===== config.mk =====
export PLATFORM = sky130hd
export DESIGN_NAME = mult_table_gen
export DESIGN_NICKNAME = d
export VERILOG_FILES = /design/src/rtl/mult_table_pkg.sv /design/src/rtl/mult_table_acc.sv /design/src/rtl/mult_table_gen.sv
export SDC_FILE = /design/constraint.sdc
export NUM_CORES = 1
export LEC_CHECK = 0
export ABC_CLOCK_PERIOD_IN_PS = 2300
export CORE_ASPECT_RATIO = 1.2
export CORE_MARGIN = 2
export CORE_UTILIZATION = 40
export CTS_BUF_LIST = sky130_fd_sc_hd__clkbuf_8
export DETAILED_ROUTE_END_ITERATION = 7
export MAX_ROUTING_LAYER = met4
export PLACE_DENSITY = 0.68
export SYNTH_ARGS = -nofsm -noshare
export SYNTH_HDL_FRONTEND = slang
export SYNTH_HIERARCHICAL = 1
export SYNTH_SLANG_ARGS = --single-unit

===== constraint.sdc =====
create_clock -name clk -period 2.3 [get_ports clk]
set_clock_uncertainty 0.2 [all_clocks]
set_input_delay 0.46 -clock clk [delete_from_list [all_inputs] [get_ports clk]]
set_output_delay 0.46 -clock clk [all_outputs]
set_load 0.005 [all_outputs]

===== src/rtl/mult_table_pkg.sv =====
// Shared definitions for the multiplication-table generator: FSM state type,
// default widths and the result-width derivation.
package mult_table_pkg;

   typedef enum logic {
      IDLE = 1'b0,
      RUN  = 1'b1
   } state_t;

   localparam int MULT_W_DEF = 8;
   localparam int IDX_W_DEF  = 4;

   // M*index < 2^MULT_W * 2^IDX_W, so the sum of the widths never overflows.
   function automatic int res_w(input int mult_w, input int idx_w);
      return mult_w + idx_w;
   endfunction

endpackage


===== src/rtl/mult_table_acc.sv =====
// Row counter and repeated-addition accumulator; result tracks multiplicand*index
// without a multiplier.
module mult_table_acc
   import mult_table_pkg::*;
#(
   parameter int MULT_W = MULT_W_DEF,
   parameter int IDX_W  = IDX_W_DEF,
   parameter int RES_W  = res_w(MULT_W_DEF, IDX_W_DEF)
) (
   input  logic              clk,
   input  logic              reset,
   input  logic              load,
   input  logic              step,
   input  logic [MULT_W-1:0] multiplicand,
   input  logic [IDX_W-1:0]  last_index,
   output logic [IDX_W-1:0]  index,
   output logic [RES_W-1:0]  result,
   output logic              at_last
);

   // load wins over step so a wrap or a fresh start always begins at row 0.
   always_ff @(posedge clk or posedge reset) begin
      if (reset) begin
         index  <= '0;
         result <= '0;
      end else if (load) begin
         index  <= '0;
         result <= '0;
      end else if (step) begin
         index  <= index + IDX_W'(1);
         result <= result + RES_W'(multiplicand);
      end
   end

   assign at_last = (index == last_index);

endmodule


===== src/rtl/mult_table_gen.sv =====
// Multiplication-table generator: streams (index, M*index) rows for index 0..L on a
// valid/ready port, with back-pressure, abort and wrap-around repeat.
module mult_table_gen
   import mult_table_pkg::*;
#(
   parameter int MULT_W = MULT_W_DEF,
   parameter int IDX_W  = IDX_W_DEF,
   localparam int RES_W = res_w(MULT_W, IDX_W)
) (
   input  logic              clk,
   input  logic              reset,
   input  logic              start,
   input  logic [MULT_W-1:0] multiplicand,
   input  logic [IDX_W-1:0]  last_index,
   input  logic              repeat_en,
   input  logic              abort,
   output logic              out_valid,
   input  logic              out_ready,
   output logic [IDX_W-1:0]  index,
   output logic [RES_W-1:0]  result,
   output logic              last,
   output logic              busy,
   output logic              done
);

   // Handshake: a row transfers on any rising edge where out_valid && out_ready;
   // while out_ready is low the presented row (index, result, last) holds unchanged.

   state_t            state;
   state_t            next_state;
   logic [MULT_W-1:0] mult_q;
   logic [IDX_W-1:0]  last_q;
   logic              repeat_q;
   logic              latch;
   logic              load;
   logic              step;
   logic              done_d;
   logic              at_last;
   logic              accept;

   assign accept = (state == RUN) && out_ready;

   always_ff @(posedge clk or posedge reset) begin
      if (reset) begin
         state    <= IDLE;
         done     <= 1'b0;
         mult_q   <= '0;
         last_q   <= '0;
         repeat_q <= 1'b0;
      end else begin
         state <= next_state;
         done  <= done_d;
         if (latch) begin
            mult_q   <= multiplicand;
            last_q   <= last_index;
            repeat_q <= repeat_en;
         end
      end
   end

   always_comb begin
      next_state = state;
      latch      = 1'b0;
      load       = 1'b0;
      step       = 1'b0;
      done_d     = 1'b0;
      case (state)
         IDLE: begin
            if (start) begin
               latch      = 1'b1;
               load       = 1'b1;
               next_state = RUN;
            end
         end
         RUN: begin
            // Abort beats a simultaneous accept; leaving RUN always clears the counter.
            if (abort) begin
               load       = 1'b1;
               next_state = IDLE;
            end else if (accept) begin
               if (!at_last) begin
                  step = 1'b1;
               end else if (repeat_q) begin
                  load = 1'b1;
               end else begin
                  load       = 1'b1;
                  done_d     = 1'b1;
                  next_state = IDLE;
               end
            end
         end
         default: next_state = IDLE;
      endcase
   end

   mult_table_acc #(
      .MULT_W(MULT_W),
      .IDX_W (IDX_W),
      .RES_W (RES_W)
   ) u_acc (
      .clk         (clk),
      .reset       (reset),
      .load        (load),
      .step        (step),
      .multiplicand(mult_q),
      .last_index  (last_q),
      .index       (index),
      .result      (result),
      .at_last     (at_last)
   );

   assign busy      = (state == RUN);
   assign out_valid = busy;
   assign last      = busy && at_last;

endmodule


* After elaboration in Yosys (flattened, before gate mapping) *
Cells that the tools add are included.

operators by class
  div/mod/pow operators = 0
  bitwise gates (word level) = 1
  equality and inequality tests = 1
  mux-type cells = 24
  add/subtract/negate cells = 2
  shift-type cells = 0
  multipliers = 0
  $lt $le $gt $ge = 0
  reductions and logical operators = 3

operator list
  kind                                          count
  2-to-1 mux 12 bit                             2
  2-to-1 mux 1 bit                              18
  adder 12 x 8 -> 12 bit                        1
  2-to-1 mux 4 bit                              2
  adder 4 x 1 -> 4 bit (second input constant)  1
  equality test 4 bit                           1
  one-hot mux 1 bit (2 select lines)            2
  logical AND 1 bit                             2
  nonzero test 2 bit                            1
  NOT 1 bit                                     1

storage, ports and cells
  memories kept = 0
  RAM bits = 0
  bits in read-only memories = 0
  input port bits = 18
  logic and storage cells = 38
  output and inout port bits = 20
  register bits after elaboration = 31
  bits in latches = 0

* Depth between registers and ports, before layout *
  depth in word-level cells = 7
  gate-level depth with buffers = 8
  mapped depth without buffers = 7

* By module *
Netlist, hierarchy kept.

by module, submodules not included
  module          times used  area an instance (sq um)  cells each  sequential area each (sq um)
  mult_table_acc  1           1083.5                    111         400.4
  mult_table_gen  1           663.1                     42          375.4

* Worst setup path before layout *
OpenSTA, ideal clock, no wires.

  path kind = reg-to-reg
  start = register u_acc.index[0]
  end = register u_acc.result[2]
  setup time = 0.146 ns
  arrival = 1.985 ns
  slack = -0.032 ns
  cell stages (with the launch flop) = 8
  data required time = 1.954 ns
  buffers on the path = 2
  period minus slack after synthesis = 2.332 ns
  cells stage by stage = dfrtp_1 > xor2_1 > nor4_1 > a21oi_1 > a21oi_1 > clkbuf_1 > clkbuf_1 > a211oi_1

between the ends
  cells in the longest elaborated chain, start to end = 6
  elaborated cells between the ends (all ways) = 11
  those cells by class = eq/ne (1); mux (9); reduce/logical (1)

ends and longest elaborated chain
  what                                                            line                  source
  start, declared                                                 mult_table_acc.sv:16  output logic [IDX_W-1:0] index,
  start signal, assigned                                          mult_table_acc.sv:30  index <= index + IDX_W'(1);
  equality test 4 bit (*)                                         mult_table_acc.sv:35  assign at_last = (index == last_index);
  net at_last                                                     mult_table_gen.sv:38  logic at_last;
  2-to-1 mux 1 bit (*)                                            mult_table_gen.sv:81  if (!at_last) begin
  2-to-1 mux 1 bit (*)                                            mult_table_gen.sv:80  end else if (accept) begin
  2-to-1 mux 1 bit (*)                                            mult_table_gen.sv:77  if (abort) begin
  one-hot mux 1 bit (2 select lines) (*)                          mult_table_gen.sv:67  case (state)
  net load                                                        mult_table_gen.sv:35  logic load;
  2-to-1 mux 12 bit / nonzero test 2 bit (equally long branches)  n/a
  end signal, assigned                                            mult_table_acc.sv:31  result <= result + RES_W'(multiplicand);
  end, declared                                                   mult_table_acc.sv:17  output logic [RES_W-1:0] result,

Mark *: on every way through the listed nets, which the timed path passes. The rest lies on a longest branch.
A chain may end at the register's enable or synchronous reset.

* Worst setup path in the final report *
  start = register last_q[1]
  end = output last

between the ends
  cells in the longest elaborated chain, start to end = 2

ends and longest elaborated chain
  what                    line                   source
  start, declared         mult_table_gen.sv:32   logic [IDX_W-1:0] last_q;
  start signal, assigned  mult_table_gen.sv:55   last_q <= last_index;
  equality test 4 bit     mult_table_acc.sv:35
  net at_last             mult_table_gen.sv:38
  logical AND 1 bit       mult_table_gen.sv:114  assign last = busy && at_last;
  end, declared           mult_table_gen.sv:21   output logic last,

The timed path passes the listed nets, and every way through them passes these cells.

==> flow_summary.toml <==
[run_status]
status = "finished with violations"
violations = "negative setup slack"

[synth]
mappedNetlistArea_um2 = 1750
synthArstFlopShare_pct = 100
synth_ff_type = "dfrtp_1"
synth_edf_count = 0
synth-seq-cells = 31
yosysSeqAreaShare_pct = 44.4
synth_warnings = 6
synthCells = 153
synth_area_per_cell_um2 = 11.4
synth_cell_type_count = 42
syn-num-nets = 181

[finish]
final_cell_count_no_fill = 267
final_cell_mix = "clkdlybuf4s50_1 (36), dfrtp_1 (31), buf_4 (16)"
syn_to_final_growth_pct = 40.4
layout_commonest_cell = "clkdlybuf4s50_1"
multi_input_area_um2 = 958
nNetsFinal = 238
final_util_pct = 58.0
seq_area_um2 = 776
n_antenna_cell = 0
fill_cells = 380
drive_gt1_share_pct = 25.1

[placement]
dp.cells = 254
dp_hpwl_um = 2840
gp_routability_congestion = 0.887
port_buffers = 37

[timing]
slew_headroom_pct = 55.1
max_freq_mhz = 433
fin_ws_ps = -10.2
period_minus_slack_ps = 2310
slew_violations = 0
finalHoldViolCount = 0
tightest_slew_ps = 673
rsz0062_at_grt = "yes"
fin_crit_sh_pct = 100
finalSetupViolations = 2

[floorplan]
die_area_um2 = 4910
die_y_um = 76.4
core-area_um2 = 4230
fp.dieW_um = 64.3
ioPinCount = 38
row_count = 26
start_util_pct = 41.3

[drt]
drt_wl_total_um = 3950
drc = 0
final_antenna_net_count = 0
viasPerCell = 5.18
drt-initial-drc-count = 19
wire_per_inst_um = 14.8
detail_route.first_pass.iterations = 4
vias = 1382

[cts]
clock_latency_ps = 290
tritoncts = "built"
htree_levels = 2
clockBufferDepth = 2
clk_root_buffer_cell = "clkbuf_8"
clock-sinks = 31
cts_buffers = 5
clk_pin_slew_worst_paths_ps = 60
ctsHoldBuffers = 0

[setup_path]
endpoint_kind = "output pin"
cp-startpoint = "last_q[1]$_DFFE_PP0P_"
worstSetupStartpointType = "flop"
worstPathRequired_ps = 1640
worstRegToRegCells = 9
critPathKind = "flop to output pin"
reg2reg_from = "last_q[1]$_DFFE_PP0P_"
path_max_fanout = 2
critical_path_arrival_ps = 1650

[global_route]
grt_max_degree = 17
grt_pass1_vias = 1456
antenna_found_initial = 0
grt_pass1_wl_um = 6790
overflow = 0
grtUsageTotal_pct = 18.3

[pwr]
max-vdd-ir-drop_uv = 397
power.total_mw = 1.69
powerDensity_nw_per_um2 = 689
leakage_nw = 1.10

[job]
maxCapViolations = 0

[worst_hold_path]
min_path_type = "flop to flop"
holdPathStages = 1
hold_start = "mult_q[2]$_DFFE_PP0P_"
metrics by stage:
step / hold slack [ps] / TNS [ps] / worst slack [ps] / area, um^2
5_1_grt: 358 / -729 / -136 / 2450
6_report: 322 / -11.8 / -10.2 / 2450
2_1_floorplan: 161 / 0 / 2.80 / 1750
4_1_cts: 330 / 0 / 1.16 / 2390
3_5_place_dp: 308 / -422 / -175 / 2250
3_3_place_gp: 304 / -331 / -148 / 2250
report_power, final:
group | total [mW] | internal [mW] | switching (mW) | leakage, nW
clock | 0.471 | 0.268 | 0.203 | 0.0557
sequential | 0.682 | 0.619 | 0.0624 | 0.400
combinational | 0.538 | 0.297 | 0.241 | 0.646
synthesized netlist by cell type (all sizes together), types with 3 or more instances:
master   n  share of area, %
dfrtp   31                44
mux2    15                12
nor2    15               3.2
a21oi   10               2.9
ha       9               6.4
xor2     9               4.5
nand2b   6               2.1
buf      5               2.7
nand2    5               1.1
nor2b    5               1.8
mux2i    4               2.3
xnor2    4               2.0
a21o     3               1.3
nand4    3               1.1
o21ai    3               1.1
o221ai   3               1.9
o22ai    3               1.1
critical path, cell delays in order (launching register included):
cell and delay, ps:
dfrtp_1 400, xor2_1 190, nor4_2 370, and2_2 210, clkdlybuf4s15_2 200
final cells by class:
class	instances	share of cell area [%]
well taps	56	2.86
multi-input cells	113	39.1
repair buffers	57	22.0
clock inverters	1	0.153
inverters	2	0.306
flip-flops and latches	31	31.6
clock buffers	7	3.93
registers in the layout (all words and copies together) (netlist names):
name          cells
mult_q            8
repeat_q          1
u_acc/index       4
done              1
last_q            4
u_acc/result     12
busy              1
worst paths after layout:
| kind | end | slack [ps] |
|---|---|---|
| min in group asynchronous | mult_q[0]$_DFFE_PP0P_ | 380 |
| hold reg to reg | mult_q[2]$_DFFE_PP0P_ | 320 |
| max in group asynchronous | u_acc/index[1]$_DFFE_PP0P_ | 1070 |
| setup reg to reg | u_acc/result[10]$_DFFE_PP0P_ | 0 |
| setup / recovery | last | -10 |
| hold / removal | mult_q[2]$_DFFE_PP0P_ | 320 |
cell families (layout without fill, tap and decap cells):
group / count (synthesis) / in the layout / share of synthesized area (%)
AOI/OAI and AO/OA: 27 / 27 / 10.7
xor gates and xnor gates: 13 / 13 / 6.52
adders and majority gates: 10 / 10 / 7.59
buffers and inverters: 9 / 67 / 3.58
DFF: 31 / 31 / 44.4
muxes: 19 / 19 / 13.9
and+or+nand+nor: 44 / 44 / 13.3
repair_timing:
item,4_1_cts,5_1_grt
resized for setup,6,12
hold endpoints to repair,0,0
pin swaps,4,2
buffers inserted,3,3
cloned,0,0
setup endpoints to repair,2,9
routing by layer:
layer  wire, um  track usage (%)  share of wire (%)  up-vias
li1           -                -                  -      657
met1       1700             22.1                 43      690
met2       2040             29.3                 52       28
met3        136             4.58                3.4        7
met5          0                -                  0        -
met4         70             7.45                1.8        0
(Power assumes the default switching activity.)
